[src/rtl/sb_cfg_loader_pkg.sv]
// sb_cfg_pkg: shared definitions for the switch-block configuration loader.
//   - geometry of the target tile (memories, bits per memory, address widths)
//   - loader state enum
//   - CRC-8 polynomial constant
//   - sb_cfg_pack_addr(): (bit select, memory index) -> tile address
// Optional feature macro: SB_CFG_LOADER_CRC_EN adds the CHECK state.
package sb_cfg_pkg;

  localparam int NUM_MEMS     = 18;
  localparam int BITS_PER_MEM = 2;
  localparam int MEM_AW       = $clog2(NUM_MEMS);
  localparam int BIT_AW       = (BITS_PER_MEM > 1) ? $clog2(BITS_PER_MEM) : 1;
  localparam int ADDR_W       = BIT_AW + MEM_AW;
  localparam int TOTAL_BITS   = NUM_MEMS * BITS_PER_MEM;

  localparam logic [7:0] SB_CFG_CRC_POLY = 8'h07;

  typedef enum logic [2:0] {
    ST_IDLE,
    ST_FETCH,
    ST_SETUP,
    ST_STROBE,
    ST_HOLD,
    ST_DONE
`ifdef SB_CFG_LOADER_CRC_EN
    , ST_CHECK
`endif
  } state_e;

  // Tile address is ascending-indexed: bit select occupies the leftmost
  // field, followed by the memory index MSB first.
  function automatic logic [0:ADDR_W-1] sb_cfg_pack_addr(
    input logic [BIT_AW-1:0] bit_sel,
    input logic [MEM_AW-1:0] mem_idx
  );
    return {bit_sel, mem_idx};
  endfunction

endpackage

[src/rtl/sb_cfg_loader_if.sv]
// sb_cfg_loader_if: bitstream handshake, control and tile-programming bus
// of the configuration loader.
//   master : bitstream source / controller (drives start, abort, bs_*)
//   slave  : the loader (drives bs_ready, enable, address, data_in,
//            busy, done, crc_err)
interface sb_cfg_loader_if;
  import sb_cfg_pkg::*;

  logic              start;
  logic              abort;
  logic              bs_valid;
  logic              bs_data;
  logic              bs_ready;
  logic              enable;
  logic [0:ADDR_W-1] address;
  logic              data_in;
  logic              busy;
  logic              done;
  logic              crc_err;

  modport master (
    output start, abort, bs_valid, bs_data,
    input  bs_ready, enable, address, data_in, busy, done, crc_err
  );

  modport slave (
    input  start, abort, bs_valid, bs_data,
    output bs_ready, enable, address, data_in, busy, done, crc_err
  );
endinterface

[src/rtl/sb_cfg_loader_crc8.sv]
// sb_cfg_crc8: serial CRC-8 (polynomial SB_CFG_CRC_POLY, init 0x00),
// one message bit per step, MSB-first stream order.
// Ports:
//   clk, rst_n : clock, asynchronous active-low reset
//   clr_i      : reset the remainder to 0x00 (wins over step_i)
//   step_i     : fold bit_i into the remainder this cycle
//   bit_i      : message bit
//   crc_o      : current remainder
// Only compiled when SB_CFG_LOADER_CRC_EN is defined; the loader has no
// CRC logic otherwise.
`ifdef SB_CFG_LOADER_CRC_EN
module sb_cfg_crc8
  import sb_cfg_pkg::*;
(
  input  logic       clk,
  input  logic       rst_n,
  input  logic       clr_i,
  input  logic       step_i,
  input  logic       bit_i,
  output logic [7:0] crc_o
);

  logic [7:0] crc_q, crc_d;
  logic       fb;

  always_comb begin
    fb    = crc_q[7] ^ bit_i;
    crc_d = crc_q;
    if (clr_i) begin
      crc_d = 8'h00;
    end else if (step_i) begin
      crc_d = {crc_q[6:0], 1'b0} ^ (fb ? SB_CFG_CRC_POLY : 8'h00);
    end
  end

  always_ff @(posedge clk or negedge rst_n) begin
    if (!rst_n) crc_q <= 8'h00;
    else        crc_q <= crc_d;
  end

  assign crc_o = crc_q;

endmodule
`endif

[src/rtl/sb_cfg_loader.sv]
// sb_cfg_loader: sequences a serial configuration bitstream into the
// decoder-addressed mux memories of one switch block. Each bit is fetched
// over a valid/ready handshake, then written with SETUP / STROBE / HOLD
// phases around a single-cycle enable pulse.
// Ports:
//   prog_clk     : programming clock (rising edge)
//   prog_reset_n : asynchronous active-low reset
//   cfg (slave)  : start/abort control, bs_valid/bs_data/bs_ready stream,
//                  enable/address/data_in tile bus, busy/done/crc_err status
// Optional feature macro: SB_CFG_LOADER_CRC_EN -- after the data bits an
// 8-bit CRC-8 is received and compared; a mismatch sets sticky crc_err.
module sb_cfg_loader
  import sb_cfg_pkg::*;
(
  input  logic           prog_clk,
  input  logic           prog_reset_n,
  sb_cfg_loader_if.slave cfg
);

  state_e            state_q, state_d;
  logic [BIT_AW-1:0] bit_q, bit_d;
  logic [MEM_AW-1:0] mem_q, mem_d;
  logic [0:ADDR_W-1] addr_q, addr_d;
  logic              data_q, data_d;
  logic              enable_q, done_q, busy_q;
  logic              bit_wrap, last_bit;

`ifdef SB_CFG_LOADER_CRC_EN
  logic [7:0] rx_q, rx_d;
  logic [2:0] chk_q, chk_d;
  logic       crc_err_q, crc_err_d;
  logic       crc_clr, crc_step;
  logic [7:0] crc_val;

  sb_cfg_crc8 u_crc (
    .clk    (prog_clk),
    .rst_n  (prog_reset_n),
    .clr_i  (crc_clr),
    .step_i (crc_step),
    .bit_i  (cfg.bs_data),
    .crc_o  (crc_val)
  );
`endif

  assign bit_wrap = (bit_q == BIT_AW'(BITS_PER_MEM - 1));
  assign last_bit = bit_wrap && (mem_q == MEM_AW'(NUM_MEMS - 1));

  always_comb begin
    state_d = state_q;
    bit_d   = bit_q;
    mem_d   = mem_q;
    addr_d  = addr_q;
    data_d  = data_q;
`ifdef SB_CFG_LOADER_CRC_EN
    rx_d      = rx_q;
    chk_d     = chk_q;
    crc_err_d = crc_err_q;
    crc_clr   = 1'b0;
    crc_step  = 1'b0;
`endif
    unique case (state_q)
      ST_IDLE: begin
        if (cfg.start) begin
          bit_d   = '0;
          mem_d   = '0;
          state_d = ST_FETCH;
`ifdef SB_CFG_LOADER_CRC_EN
          crc_err_d = 1'b0;
          crc_clr   = 1'b1;
          chk_d     = '0;
`endif
        end
      end
      ST_FETCH: begin
        if (cfg.bs_valid) begin
          // Only edge where the tile bus changes, so address/data_in are
          // stable through SETUP, STROBE and HOLD.
          data_d  = cfg.bs_data;
          addr_d  = sb_cfg_pack_addr(bit_q, mem_q);
          state_d = ST_SETUP;
`ifdef SB_CFG_LOADER_CRC_EN
          crc_step = 1'b1;
`endif
        end
      end
      ST_SETUP:  state_d = ST_STROBE;
      ST_STROBE: state_d = ST_HOLD;
      ST_HOLD: begin
        if (last_bit) begin
          // Counters return to 0 rather than stepping to an undecoded index.
          bit_d = '0;
          mem_d = '0;
`ifdef SB_CFG_LOADER_CRC_EN
          state_d = ST_CHECK;
`else
          state_d = ST_DONE;
`endif
        end else if (bit_wrap) begin
          bit_d   = '0;
          mem_d   = mem_q + 1'b1;
          state_d = ST_FETCH;
        end else begin
          bit_d   = bit_q + 1'b1;
          state_d = ST_FETCH;
        end
      end
`ifdef SB_CFG_LOADER_CRC_EN
      ST_CHECK: begin
        if (cfg.bs_valid) begin
          rx_d  = {rx_q[6:0], cfg.bs_data};
          chk_d = chk_q + 3'd1;
          if (chk_q == 3'd7) begin
            crc_err_d = (rx_d != crc_val);
            state_d   = ST_DONE;
          end
        end
      end
`endif
      ST_DONE:  state_d = ST_IDLE;
      default:  state_d = ST_IDLE;
    endcase
    if (cfg.abort) state_d = ST_IDLE;
  end

  // Outputs are registered from the next state so they line up with the
  // state they describe; abort therefore drops enable on the next edge.
  always_ff @(posedge prog_clk or negedge prog_reset_n) begin
    if (!prog_reset_n) begin
      state_q  <= ST_IDLE;
      bit_q    <= '0;
      mem_q    <= '0;
      addr_q   <= '0;
      data_q   <= 1'b0;
      enable_q <= 1'b0;
      done_q   <= 1'b0;
      busy_q   <= 1'b0;
`ifdef SB_CFG_LOADER_CRC_EN
      rx_q      <= 8'h00;
      chk_q     <= '0;
      crc_err_q <= 1'b0;
`endif
    end else begin
      state_q  <= state_d;
      bit_q    <= bit_d;
      mem_q    <= mem_d;
      addr_q   <= addr_d;
      data_q   <= data_d;
      enable_q <= (state_d == ST_STROBE);
      done_q   <= (state_d == ST_DONE);
      busy_q   <= (state_d != ST_IDLE);
`ifdef SB_CFG_LOADER_CRC_EN
      rx_q      <= rx_d;
      chk_q     <= chk_d;
      crc_err_q <= crc_err_d;
`endif
    end
  end

  assign cfg.enable  = enable_q;
  assign cfg.address = addr_q;
  assign cfg.data_in = data_q;
  assign cfg.done    = done_q;
  assign cfg.busy    = busy_q;
`ifdef SB_CFG_LOADER_CRC_EN
  assign cfg.bs_ready = (state_q == ST_FETCH) || (state_q == ST_CHECK);
  assign cfg.crc_err  = crc_err_q;
`else
  assign cfg.bs_ready = (state_q == ST_FETCH);
  assign cfg.crc_err  = 1'b0;
`endif

endmodule

[src/flat_wrapper.sv]
// flat-port wrapper written by rule: the top's interface ports become plain ports
module sb_cfg_loader_flat import sb_cfg_pkg::*;
  (prog_clk, prog_reset_n, cfg_start, cfg_abort, cfg_bs_valid, cfg_bs_data, cfg_bs_ready, cfg_enable, cfg_address, cfg_data_in, cfg_busy, cfg_done, cfg_crc_err);
  sb_cfg_loader_if cfg_i ();
  input  logic prog_clk;
  input  logic prog_reset_n;
  input wire logic [$bits(cfg_i.start)-1:0] cfg_start;
  input wire logic [$bits(cfg_i.abort)-1:0] cfg_abort;
  input wire logic [$bits(cfg_i.bs_valid)-1:0] cfg_bs_valid;
  input wire logic [$bits(cfg_i.bs_data)-1:0] cfg_bs_data;
  output wire logic [$bits(cfg_i.bs_ready)-1:0] cfg_bs_ready;
  output wire logic [$bits(cfg_i.enable)-1:0] cfg_enable;
  output wire logic [$bits(cfg_i.address)-1:0] cfg_address;
  output wire logic [$bits(cfg_i.data_in)-1:0] cfg_data_in;
  output wire logic [$bits(cfg_i.busy)-1:0] cfg_busy;
  output wire logic [$bits(cfg_i.done)-1:0] cfg_done;
  output wire logic [$bits(cfg_i.crc_err)-1:0] cfg_crc_err;
  assign cfg_i.start = cfg_start;
  assign cfg_i.abort = cfg_abort;
  assign cfg_i.bs_valid = cfg_bs_valid;
  assign cfg_i.bs_data = cfg_bs_data;
  assign cfg_bs_ready = cfg_i.bs_ready;
  assign cfg_enable = cfg_i.enable;
  assign cfg_address = cfg_i.address;
  assign cfg_data_in = cfg_i.data_in;
  assign cfg_busy = cfg_i.busy;
  assign cfg_done = cfg_i.done;
  assign cfg_crc_err = cfg_i.crc_err;
  sb_cfg_loader u_core (.prog_clk(prog_clk), .prog_reset_n(prog_reset_n), .cfg(cfg_i));
endmodule
[config.mk]
export PLATFORM = sky130hd
export DESIGN_NAME = sb_cfg_loader_flat
export DESIGN_NICKNAME = d
export VERILOG_FILES = /design/src/rtl/sb_cfg_loader_pkg.sv /design/src/rtl/sb_cfg_loader_if.sv /design/src/rtl/sb_cfg_loader_crc8.sv /design/src/rtl/sb_cfg_loader.sv /design/src/flat_wrapper.sv
export SDC_FILE = /design/constraint.sdc
export NUM_CORES = 1
export LEC_CHECK = 0
export CAP_MARGIN = 0
export CORE_MARGIN = 2
export CORE_UTILIZATION = 50
export CTS_CLUSTER_SIZE = 8
export DETAILED_ROUTE_END_ITERATION = 8
export PLACE_DENSITY = 0.77
export SLEW_MARGIN = 30
export SYNTH_ARGS = -nofsm -noshare
export SYNTH_HDL_FRONTEND = slang
export SYNTH_HIERARCHICAL = 1
export SYNTH_SLANG_ARGS = --single-unit
[constraint.sdc]
create_clock -name prog_clk -period 2 [get_ports prog_clk]
set_input_delay 0.4 -clock prog_clk [delete_from_list [all_inputs] [get_ports prog_clk]]
set_output_delay 0.4 -clock prog_clk [all_outputs]
set_load 0.1 [all_outputs]
==> results of run 1 <==
[worst max-delay path: stages (launching register included)]
cell and delay (ps):
dfrtp_1 500, buf_4 210, nor3b_4 220, buf_12 200
[metrics by stage]
stage               worst slack [ps]  hold WS (ps)  power, mW   util  cells
floorplan                        105           104      0.572      -     82
global placement                 187           493      0.616  0.635    119
detailed placement               151           501      0.620  0.635    119
CTS                              167           423      0.810  0.651    123
global route                    96.9           431      0.840  0.651    123
finish                           164           415      0.805  0.651    123
[final timing paths]
path                                                   start                                 to  slack (ps)  cells past startpoint
max                              u_core/state_q[2]$_DFF_PN0_                       cfg_bs_ready         160                      3
min                                             prog_reset_n        u_core/state_q[1]$_DFF_PN0_         420                      2
max reg2reg                      u_core/mem_q[0]$_DFFE_PN0P_        u_core/mem_q[3]$_DFFE_PN0P_         460                      4
min reg2reg                u_core/cfg.address[3]$_DFFE_PN0P_  u_core/cfg.address[3]$_DFFE_PN0P_         520                      1
max in group asynchronous                       prog_reset_n  u_core/cfg.address[4]$_DFFE_PN0P_        1380                      2
min in group prog_clk      u_core/cfg.address[3]$_DFFE_PN0P_  u_core/cfg.address[3]$_DFFE_PN0P_         520                      1
[placed cells by master, fill, tap and decap left out, types with 2 or more instances in the layout]
cell,netlist,routed
a211o_1,2,2
a21oi_1,3,3
a32o_1,2,2
buf_4,1,12
clkbuf_4,0,3
clkdlybuf4s50_1,0,5
dfrtp_1,19,19
ha_1,2,2
inv_1,4,4
mux2_2,7,7
mux2i_1,2,2
nand3_1,2,2
nand3b_1,2,2
nor2_1,3,3
nor3_1,4,4
nor3b_1,3,2
o21ai_0,2,2
or2_1,2,2
[layout make-up]
type,instances,area share
clock buffer,3,0.0196
clock inverter,1,0.00436
inverter,4,0.0131
multi-input combinational,53,0.382
sequential,19,0.414
tap,25,0.0272
timing repair buffer,18,0.139
[kinds of logic (layout without fill, tap and decap cells)]
kind of cell | count (synthesis) | after routing | share of synthesized area
flops | 19 | 19 | 0.495
mux | 9 | 9 | 0.103
buf+inv | 10 | 26 | 0.0599
other cells | 1 | 1 | 0.00390
fa+ha+maj | 2 | 2 | 0.0260
simple gates | 26 | 26 | 0.178
compound gates | 15 | 15 | 0.134
[sequential cells by signal, indices dropped and copies added, names as in the netlist]
signal,count
u_core/mem_q,5
u_core/cfg.enable,1
u_core/cfg.data_in,1
u_core/cfg.done,1
u_core/cfg.address,6
u_core/bit_q,1
u_core/cfg.busy,1
u_core/state_q,3
[report_power, final]
| part | internal (mW) | leakage, nW | switching, mW |
|---|---|---|---|
| Sequential | 0.398 | 0.260 | 0.0162 |
| Combinational | 0.0586 | 0.259 | 0.138 |
| Clock | 0.0744 | 0.0177 | 0.119 |
[metal layers]
metal  track usage  wire length, um
met1         0.254              816
met2         0.280              810
met3        0.0340               80
met4         0.108               20
met5             0                0
==> results.cfg, run 1 <==
[clocking]
clk_latency_ps = 290
cts.repair.resized = 0
cts_setup_buffers = 0
cts_buffers = 3
postCtsHoldBufs = 0
root_buffer = clkbuf_4
htree_num_levels = 1
tritoncts = built
cts_sinks = 19
cts_buffer_depth = 2
clk_pin_slew_ps = 110

[setup_path]
crit_type = register to output pin
end_kind = output pin
cp_data_arrival_time_ps = 1440
critPathRequiredTime_ps = 1600
path_max_fanout = 10
start_kind = register

[detailed_routing]
drtAntennaViolNets = 0
drc = 0
routed_via_density = 5.57
drt_iter0_markers = 18
vias = 685
avgRoutedWirePerCell_um = 14.0
routed_wl_mm = 1.73
firstDrtPassIters = 4

[cells_and_area]
drive_above_1_share = 0.306
regArea_sq_um = 475
diodes = 0
multiInputGateArea_sq_um = 439
fillCellCount = 155
syn2layout_area_growth_pct = 19.5
finalNetCount = 107
final_area_sq_mm = 0.00115

[logic_synthesis]
synth.most_common_cell = dfrtp_1
synth_area_sq_um = 961
synth_area_per_cell_sq_um = 11.7
ys_async_sr_fraction = 1.00
ys_warn_count = 6
yosysUniqueCellTypes = 36
ys_top_cells_by_area = dfrtp_1 49%, mux2_2 8.2%, a2111oi_4 2.9%, ha_1 2.6%, buf_6 2.3%
yosys_register_bits = 19
synthCells = 82
syn_nets = 90
synth_top_area_frac = 0.495
synth_top_area_cell = dfrtp_1
synth_common_cells = 19 x dfrtp_1, 7 x mux2_2, 4 x inv_1, 4 x nor3_1
synth_edf_count = 0
seq_area_frac_synth = 0.495
postSynth.topFlopCell = dfrtp_1

[placement]
place_area_sq_mm = 0.00112
place.gp.congestion = 0.836
place_hpwl_mm = 1.27
io_buffers = 16

[sta]
post-route-period-util = 0.918
finalHoldViolations = 0
rsz0062_at_grt = false
drv_slew = 0
finalSetupViolCount = 0
tns_ps = 0
finClkSkew_ps = 5.94
finalCriticalPeriod_ps = 1840
timing.fmax_ghz = 0.545

[floorplanning]
die_w_um = 47.8
num_rows = 15
io-pin-count = 18
die_h_um = 47.8
die_area_sq_mm = 0.00229
start_util = 0.545
coreArea_sq_mm = 0.00176

[run]
maxCapViolCount = 0

[power_and_ir_drop]
max-vdd-ir-drop_uv = 438
p_leak_nw = 0.537
p_per_area_mw_per_mm2 = 700

[global_route]
overflow = 0
grt_pass1_wl_mm = 2.91
grt_max_degree = 20
antenna_found_initial = 0
grtUsageTotal = 0.187
grt_pass1_vias = 637

[outcome]
status = complete, no violations

[min_path]
hp-class = input port to asynchronous set/reset pin
No activity file was read; power rests on OpenSTA's default activity.
==> run 2: changes to the inputs <==
- ABC_CLOCK_PERIOD_IN_PS: default -> 2000
==> results of run 2 <==
The final DEF is identical to that of run 1; final timing and power are the same.
